--- src/rtl/timing_pkg.sv ---
// Shared timing types for the CPU control-path phase sequencer.
package timing_pkg;

    typedef enum logic [1:0] {
        PH_ADDR = 2'd0,
        PH_OP   = 2'd1,
        PH_INT  = 2'd2
    } phase_t;

    localparam int TW_DEFAULT = 3;

endpackage

--- src/rtl/phase_sequencer_if.sv ---
// Handshake/status bundle between the control path and the phase sequencer.
// The master side drives stall, length and phase-termination requests;
// the slave side (the sequencer) returns cycle index, phase and strobes.
interface phase_sequencer_if #(parameter int TW = timing_pkg::TW_DEFAULT);
    import timing_pkg::*;

    logic          rdy;
    logic [TW-1:0] addr_len;
    logic [TW-1:0] op_len;
    logic          skip_addr;
    logic          early_end;
    logic          int_req;
    logic [TW-1:0] time_out;
    phase_t        phase;
    logic          last_cycle;
    logic          seq_start;
    logic          int_ack;

    modport master (
        output rdy, addr_len, op_len, skip_addr, early_end, int_req,
        input  time_out, phase, last_cycle, seq_start, int_ack
    );

    modport slave (
        input  rdy, addr_len, op_len, skip_addr, early_end, int_req,
        output time_out, phase, last_cycle, seq_start, int_ack
    );

endinterface

--- src/rtl/phase_sequencer_counter.sv ---
// Per-phase cycle counter: restarts at 0 and latches the phase length on
// restart (or reset), otherwise counts up while advancing. Never wraps
// because the owner restarts it when the terminal count is reached.
module phase_counter #(
    parameter int TW = 3
) (
    input  logic          clk,
    input  logic          rst,
    input  logic          adv,
    input  logic          restart,
    input  logic [TW-1:0] len_d,
    output logic [TW-1:0] time_q,
    output logic          last
);

    logic [TW-1:0] len_q;

    // Cycle index and latched length; restart only takes effect when advancing.
    always_ff @(posedge clk) begin
        if (rst || (adv && restart)) begin
            time_q <= '0;
            len_q  <= len_d;
        end else if (adv) begin
            time_q <= time_q + TW'(1);
        end
    end

    // Terminal compare, independent of rdy.
    always_comb begin
        last = (time_q == len_q);
    end

endmodule

--- src/rtl/phase_sequencer.sv ---
// Phase sequencer: steps instruction execution through ADDR, OP and
// (optionally) INT phases and exposes the per-phase cycle index.
// Optional feature macro: PHASE_SEQ_INT_PHASE_EN enables the INT phase.
module phase_sequencer
    import timing_pkg::*;
#(
    parameter int TW      = TW_DEFAULT,
    parameter int INT_LEN = 6
) (
    input logic                clk,
    input logic                rst,
    phase_sequencer_if.slave   bus
);

    phase_t        phase_q;
    phase_t        phase_d;
    logic          phase_end;
    logic [TW-1:0] len_d;
    logic [TW-1:0] time_q;
    logic          last;

    phase_counter #(.TW(TW)) u_counter (
        .clk     (clk),
        .rst     (rst),
        .adv     (bus.rdy),
        .restart (phase_end),
        .len_d   (len_d),
        .time_q  (time_q),
        .last    (last)
    );

    // Phase-end detection, next phase and the length to latch on entry.
    always_comb begin
        phase_d   = phase_q;
        len_d     = bus.addr_len;
        phase_end = bus.rdy && (last ||
                                (phase_q == PH_ADDR && bus.skip_addr) ||
                                (phase_q == PH_OP   && bus.early_end));
        if (phase_end) begin
            case (phase_q)
                PH_ADDR: begin
                    phase_d = PH_OP;
                    len_d   = bus.op_len;
                end
                PH_OP: begin
`ifdef PHASE_SEQ_INT_PHASE_EN
                    if (bus.int_req) begin
                        phase_d = PH_INT;
                        len_d   = TW'(INT_LEN);
                    end else begin
                        phase_d = PH_ADDR;
                        len_d   = bus.addr_len;
                    end
`else
                    phase_d = PH_ADDR;
                    len_d   = bus.addr_len;
`endif
                end
                default: begin
                    phase_d = PH_ADDR;
                    len_d   = bus.addr_len;
                end
            endcase
        end
        if (rst) begin
            len_d = bus.addr_len;
        end
    end

    // Phase state register; reset always lands in ADDR.
    always_ff @(posedge clk) begin
        if (rst) begin
            phase_q <= PH_ADDR;
        end else begin
            phase_q <= phase_d;
        end
    end

`ifndef PHASE_SEQ_INT_PHASE_EN
    logic unused_int_req;
    assign unused_int_req = bus.int_req;
`endif

    // Outputs are registered state or decoded directly from it.
    always_comb begin
        bus.time_out   = time_q;
        bus.phase      = phase_q;
        bus.last_cycle = last;
        bus.seq_start  = (phase_q == PH_ADDR) && (time_q == '0);
`ifdef PHASE_SEQ_INT_PHASE_EN
        bus.int_ack    = (phase_q == PH_INT) && (time_q == '0);
`else
        bus.int_ack    = 1'b0;
`endif
    end

endmodule
--- src/flat_wrapper.sv ---
// flat-port wrapper written by rule: the top's interface ports become plain ports
module phase_sequencer_flat import timing_pkg::*;
#(
    parameter int TW      = TW_DEFAULT,
    parameter int INT_LEN = 6
)
  (clk, rst, bus_rdy, bus_addr_len, bus_op_len, bus_skip_addr, bus_early_end, bus_int_req, bus_time_out, bus_phase, bus_last_cycle, bus_seq_start, bus_int_ack);
  phase_sequencer_if #(.TW(TW)) bus_i ();
  input logic clk;
  input logic rst;
  input wire logic [$bits(bus_i.rdy)-1:0] bus_rdy;
  input wire logic [$bits(bus_i.addr_len)-1:0] bus_addr_len;
  input wire logic [$bits(bus_i.op_len)-1:0] bus_op_len;
  input wire logic [$bits(bus_i.skip_addr)-1:0] bus_skip_addr;
  input wire logic [$bits(bus_i.early_end)-1:0] bus_early_end;
  input wire logic [$bits(bus_i.int_req)-1:0] bus_int_req;
  output wire logic [$bits(bus_i.time_out)-1:0] bus_time_out;
  output wire logic [$bits(bus_i.phase)-1:0] bus_phase;
  output wire logic [$bits(bus_i.last_cycle)-1:0] bus_last_cycle;
  output wire logic [$bits(bus_i.seq_start)-1:0] bus_seq_start;
  output wire logic [$bits(bus_i.int_ack)-1:0] bus_int_ack;
  assign bus_i.rdy = bus_rdy;
  assign bus_i.addr_len = bus_addr_len;
  assign bus_i.op_len = bus_op_len;
  assign bus_i.skip_addr = bus_skip_addr;
  assign bus_i.early_end = bus_early_end;
  assign bus_i.int_req = bus_int_req;
  assign bus_time_out = bus_i.time_out;
  assign bus_phase = bus_i.phase;
  assign bus_last_cycle = bus_i.last_cycle;
  assign bus_seq_start = bus_i.seq_start;
  assign bus_int_ack = bus_i.int_ack;
  phase_sequencer #(.TW(TW), .INT_LEN(INT_LEN)) u_core (.clk(clk), .rst(rst), .bus(bus_i));
endmodule
--- config.mk ---
export PLATFORM = sky130hd
export DESIGN_NAME = phase_sequencer_flat
export DESIGN_NICKNAME = d
export VERILOG_FILES = /design/src/rtl/timing_pkg.sv /design/src/rtl/phase_sequencer_if.sv /design/src/rtl/phase_sequencer_counter.sv /design/src/rtl/phase_sequencer.sv /design/src/flat_wrapper.sv
export SDC_FILE = /design/constraint.sdc
export NUM_CORES = 1
export LEC_CHECK = 0
export ABC_AREA = 1
export BUFFER_PORTS_ARGS = -buffer_cell sky130_fd_sc_hd__buf_2
export CELL_PAD_IN_SITES_DETAIL_PLACEMENT = 0
export CELL_PAD_IN_SITES_GLOBAL_PLACEMENT = 2
export CORE_MARGIN = 2
export CORE_UTILIZATION = 25
export CTS_CLUSTER_DIAMETER = 60
export DETAILED_ROUTE_END_ITERATION = 16
export PLACE_DENSITY_LB_ADDON = 0.15
export SLEW_MARGIN = 40
export SYNTH_ARGS = -nofsm -noshare
export SYNTH_HDL_FRONTEND = slang
export SYNTH_HIERARCHICAL = 1
export SYNTH_SLANG_ARGS = --single-unit
--- constraint.sdc ---
create_clock -name clk -period 2.4 [get_ports clk]
set_clock_uncertainty 0.1 [all_clocks]
set_input_delay 0.6 -clock clk [delete_from_list [all_inputs] [get_ports clk]]
set_output_delay 0.6 -clock clk [all_outputs]
set_load 0.01 [all_outputs]
==> metrics.yaml <==
run_status:
  run_status: "completed"
place:
  dpl.cell_count: 118
  io_buffers: 16
  dp_hpwl_um: 798
  routabilityCongestion: 0.690
layout:
  nNetsFinal: 109
  drive_above_1_share: 0.295
  area_growth_pct: 22.3
  fin_cells: 122
  diodes: 0
yosys:
  synth_seq_area_share: 0.322
  synth_cell_type_count: 22
  ys_ff_latch: 7
  syn_inst: 77
  netlist_area_um2: 528
  ys_warn_count: 6
  avgSynthCellArea_um2: 6.86
timing:
  finalCritPeriodShare: 0.793
  hold_viol_final: 0
  setup_violations: 0
  setup_tns_ns: 0
  slew_violations: 0
  min_period_ns: 1.90
  fmax_mhz: 525
  rsz0062_at_grt: "false"
route:
  dr.first_iter.drc_count: 11
  drtAntennaViolNets: 0
  via_per_inst: 3.85
  detail_route.wl_per_cell_um: 7.94
  drc: 0
  drt_pre_antenna_iters: 4
  vias: 470
  drt-total-wl_um: 969
clock_network:
  cts_root_buf: "clkbuf_4"
  post_cts_buffers: 0
  clock_latency_ns: 0.25
  cts_hold_buf: 0
  numCtsBuffers: 3
  cts_resized: 0
  cts_num_sinks: 7
  cts_tree: "done"
  cts.clk_slew.worst_paths_ns: 0.05
  cts.path.max_buffers: 2
  cts_max_level: 1
grt:
  grt_pass1_vias: 429
  track_usage: 0.0963
  grt_max_degree: 14
  grt_first_pass_wirelength_um: 1780
  grt-ovfl-total: 0
  antenna_found_initial: 0
min_path:
  holdCritPathClass: "reg2reg"
power_and_ir_drop:
  power.density_mw_per_mm2: 524
  leakage_nw: 0.374
  peakVddDrop_mv: 0.137
floorplanning:
  die_w_um: 50.0
  initial_utilization: 0.266
  die_h_um: 50.0
  ios: 20
  rows: 16
  die_area_mm2: 0.00250
  placeableCoreArea_mm2: 0.00198
critical_path:
  path_cells: "nor4_1 -> buf_2"
  critPathBufInv: 1
  slowest_stage: "dfxtp_1"
  start_kind: "flop"
  path_class: "reg2out"
  cp.arrival_ns: 1.20
  cp.required_ns: 1.70
  slowest_delay_ns: 0.44
  cp_top_family: "flip-flops"
  end_kind: "primary output"
  cp_max_fo: 12
job:
  cap_violations: 0
-- report_power, final --
group          switching, mW  leakage (nW)  internal [mW]
clock                 0.0413        0.0150         0.0633
sequential            0.0124        0.0622          0.135
combinational         0.0495         0.297         0.0360
total                  0.103         0.374          0.235
-- cells in the mapped netlist (all sizes together) --
| cell | n | area (µm²) |
|---|---|---|
| inv | 18 | 67.6 |
| dfxtp | 4 | 80.1 |
| nand4 | 3 | 18.8 |
| clkinv | 1 | 5.00 |
| and2 | 1 | 6.26 |
| buf | 3 | 26.3 |
| a21oi | 5 | 36.3 |
| xnor2 | 1 | 8.76 |
| xor2 | 1 | 8.76 |
| nor2 | 9 | 33.8 |
| edfxtp | 3 | 90.1 |
| nor4 | 1 | 6.26 |
| conb | 1 | 3.75 |
| nand3 | 4 | 37.5 |
| ha | 1 | 12.5 |
| nand2 | 21 | 86.3 |
-- registers in the layout, indices dropped and copies added, names as in the netlist --
signal / flops
u_core/bus.phase: 1
u_core/u_counter/len_q: 3
u_core/u_counter/time_q: 3
-- stage by stage --
step / setup WS, ns / instance area [µm²] / util / hold WS, ns / total power [mW]
finish: 0.497 / 646 / 0.326 / 0.442 / 0.338
detailed placement: 0.677 / 619 / 0.313 / 0.432 / 0.238
global placement: 0.679 / 619 / 0.313 / 0.424 / 0.238
global route: 0.352 / 646 / 0.326 / 0.470 / 0.369
floorplan: 0.636 / 532 / - / 0.442 / 0.213
CTS: 0.471 / 646 / 0.326 / 0.443 / 0.345
-- layout make-up --
class                      count  area [µm²]
multi-input combinational     49         263
fill                         230        1340
sequential                     7         170
timing repair buffer          16        80.1
tap                           27        33.8
clock buffer                   4        26.3
inverter                      19        72.6
-- routing by layer --
layer / vias to the layer above / wire length, µm / global-route usage
li1: 266 / - / -
met2: 12 / 430 / 0.140
met3: 2 / 47 / 0.0182
met1: 190 / 476 / 0.126
met5: - / 0 / 0
met4: 0 / 14 / 0.0694
-- cell families (layout without fill, tap and decap cells) --
kind of cell | count (synthesis) | after routing | share of synthesized area
buffers and inverters | 22 | 39 | 0.187
other | 1 | 2 | 0.00710
AOI/OAI and AO/OA | 5 | 5 | 0.0687
xor gates and xnor gates | 2 | 2 | 0.0332
DFF | 7 | 7 | 0.322
and+or+nand+nor | 39 | 39 | 0.358
adders and majority gates | 1 | 1 | 0.0237
-- worst reg2reg max path, stage by stage (launching register included) --
cell and delay, ns:
dfxtp_1 0.42, nand2_1 0.07, nand2_1 0.07, nand2_1 0.05, nor2_1 0.15, clkinv_2 0.09
nand3_4 0.12, and2_1 0.15, a21oi_2 0.07, inv_2 0.12
-- final timing paths --
path,start,to,slack [ns],cells past startpoint
worst max-delay path,u_core/bus.phase[0],bus_seq_start,0.50,2
worst min-delay path,u_core/u_counter/time_q[1],u_core/u_counter/time_q[1],0.44,2
worst max register to register,u_core/u_counter/time_q[0],u_core/u_counter/len_q[1],0.70,9
worst min register to register,u_core/u_counter/time_q[1],u_core/u_counter/time_q[1],0.44,2
-- placed cells by master (no fill, tap or decap) --
| cell | n |
|---|---|
| clkinv_2 | 1 |
| inv_2 | 2 |
| clkbuf_1 | 1 |
| nand3_2 | 1 |
| edfxtp_1 | 3 |
| ha_1 | 1 |
| buf_2 | 16 |
| nand3_4 | 1 |
| inv_1 | 16 |
| nand2_1 | 20 |
| a21oi_2 | 3 |
| dfxtp_1 | 4 |
| nand3_1 | 2 |
| and2_1 | 1 |
| nor4_1 | 1 |
| nor2_1 | 9 |
| xnor2_1 | 1 |
| clkbuf_4 | 3 |
| nand4_1 | 3 |
| nand2_4 | 1 |
| a21oi_1 | 2 |
| xor2_1 | 1 |
| conb_1 | 2 |
Power figures use the tool's default switching activity.
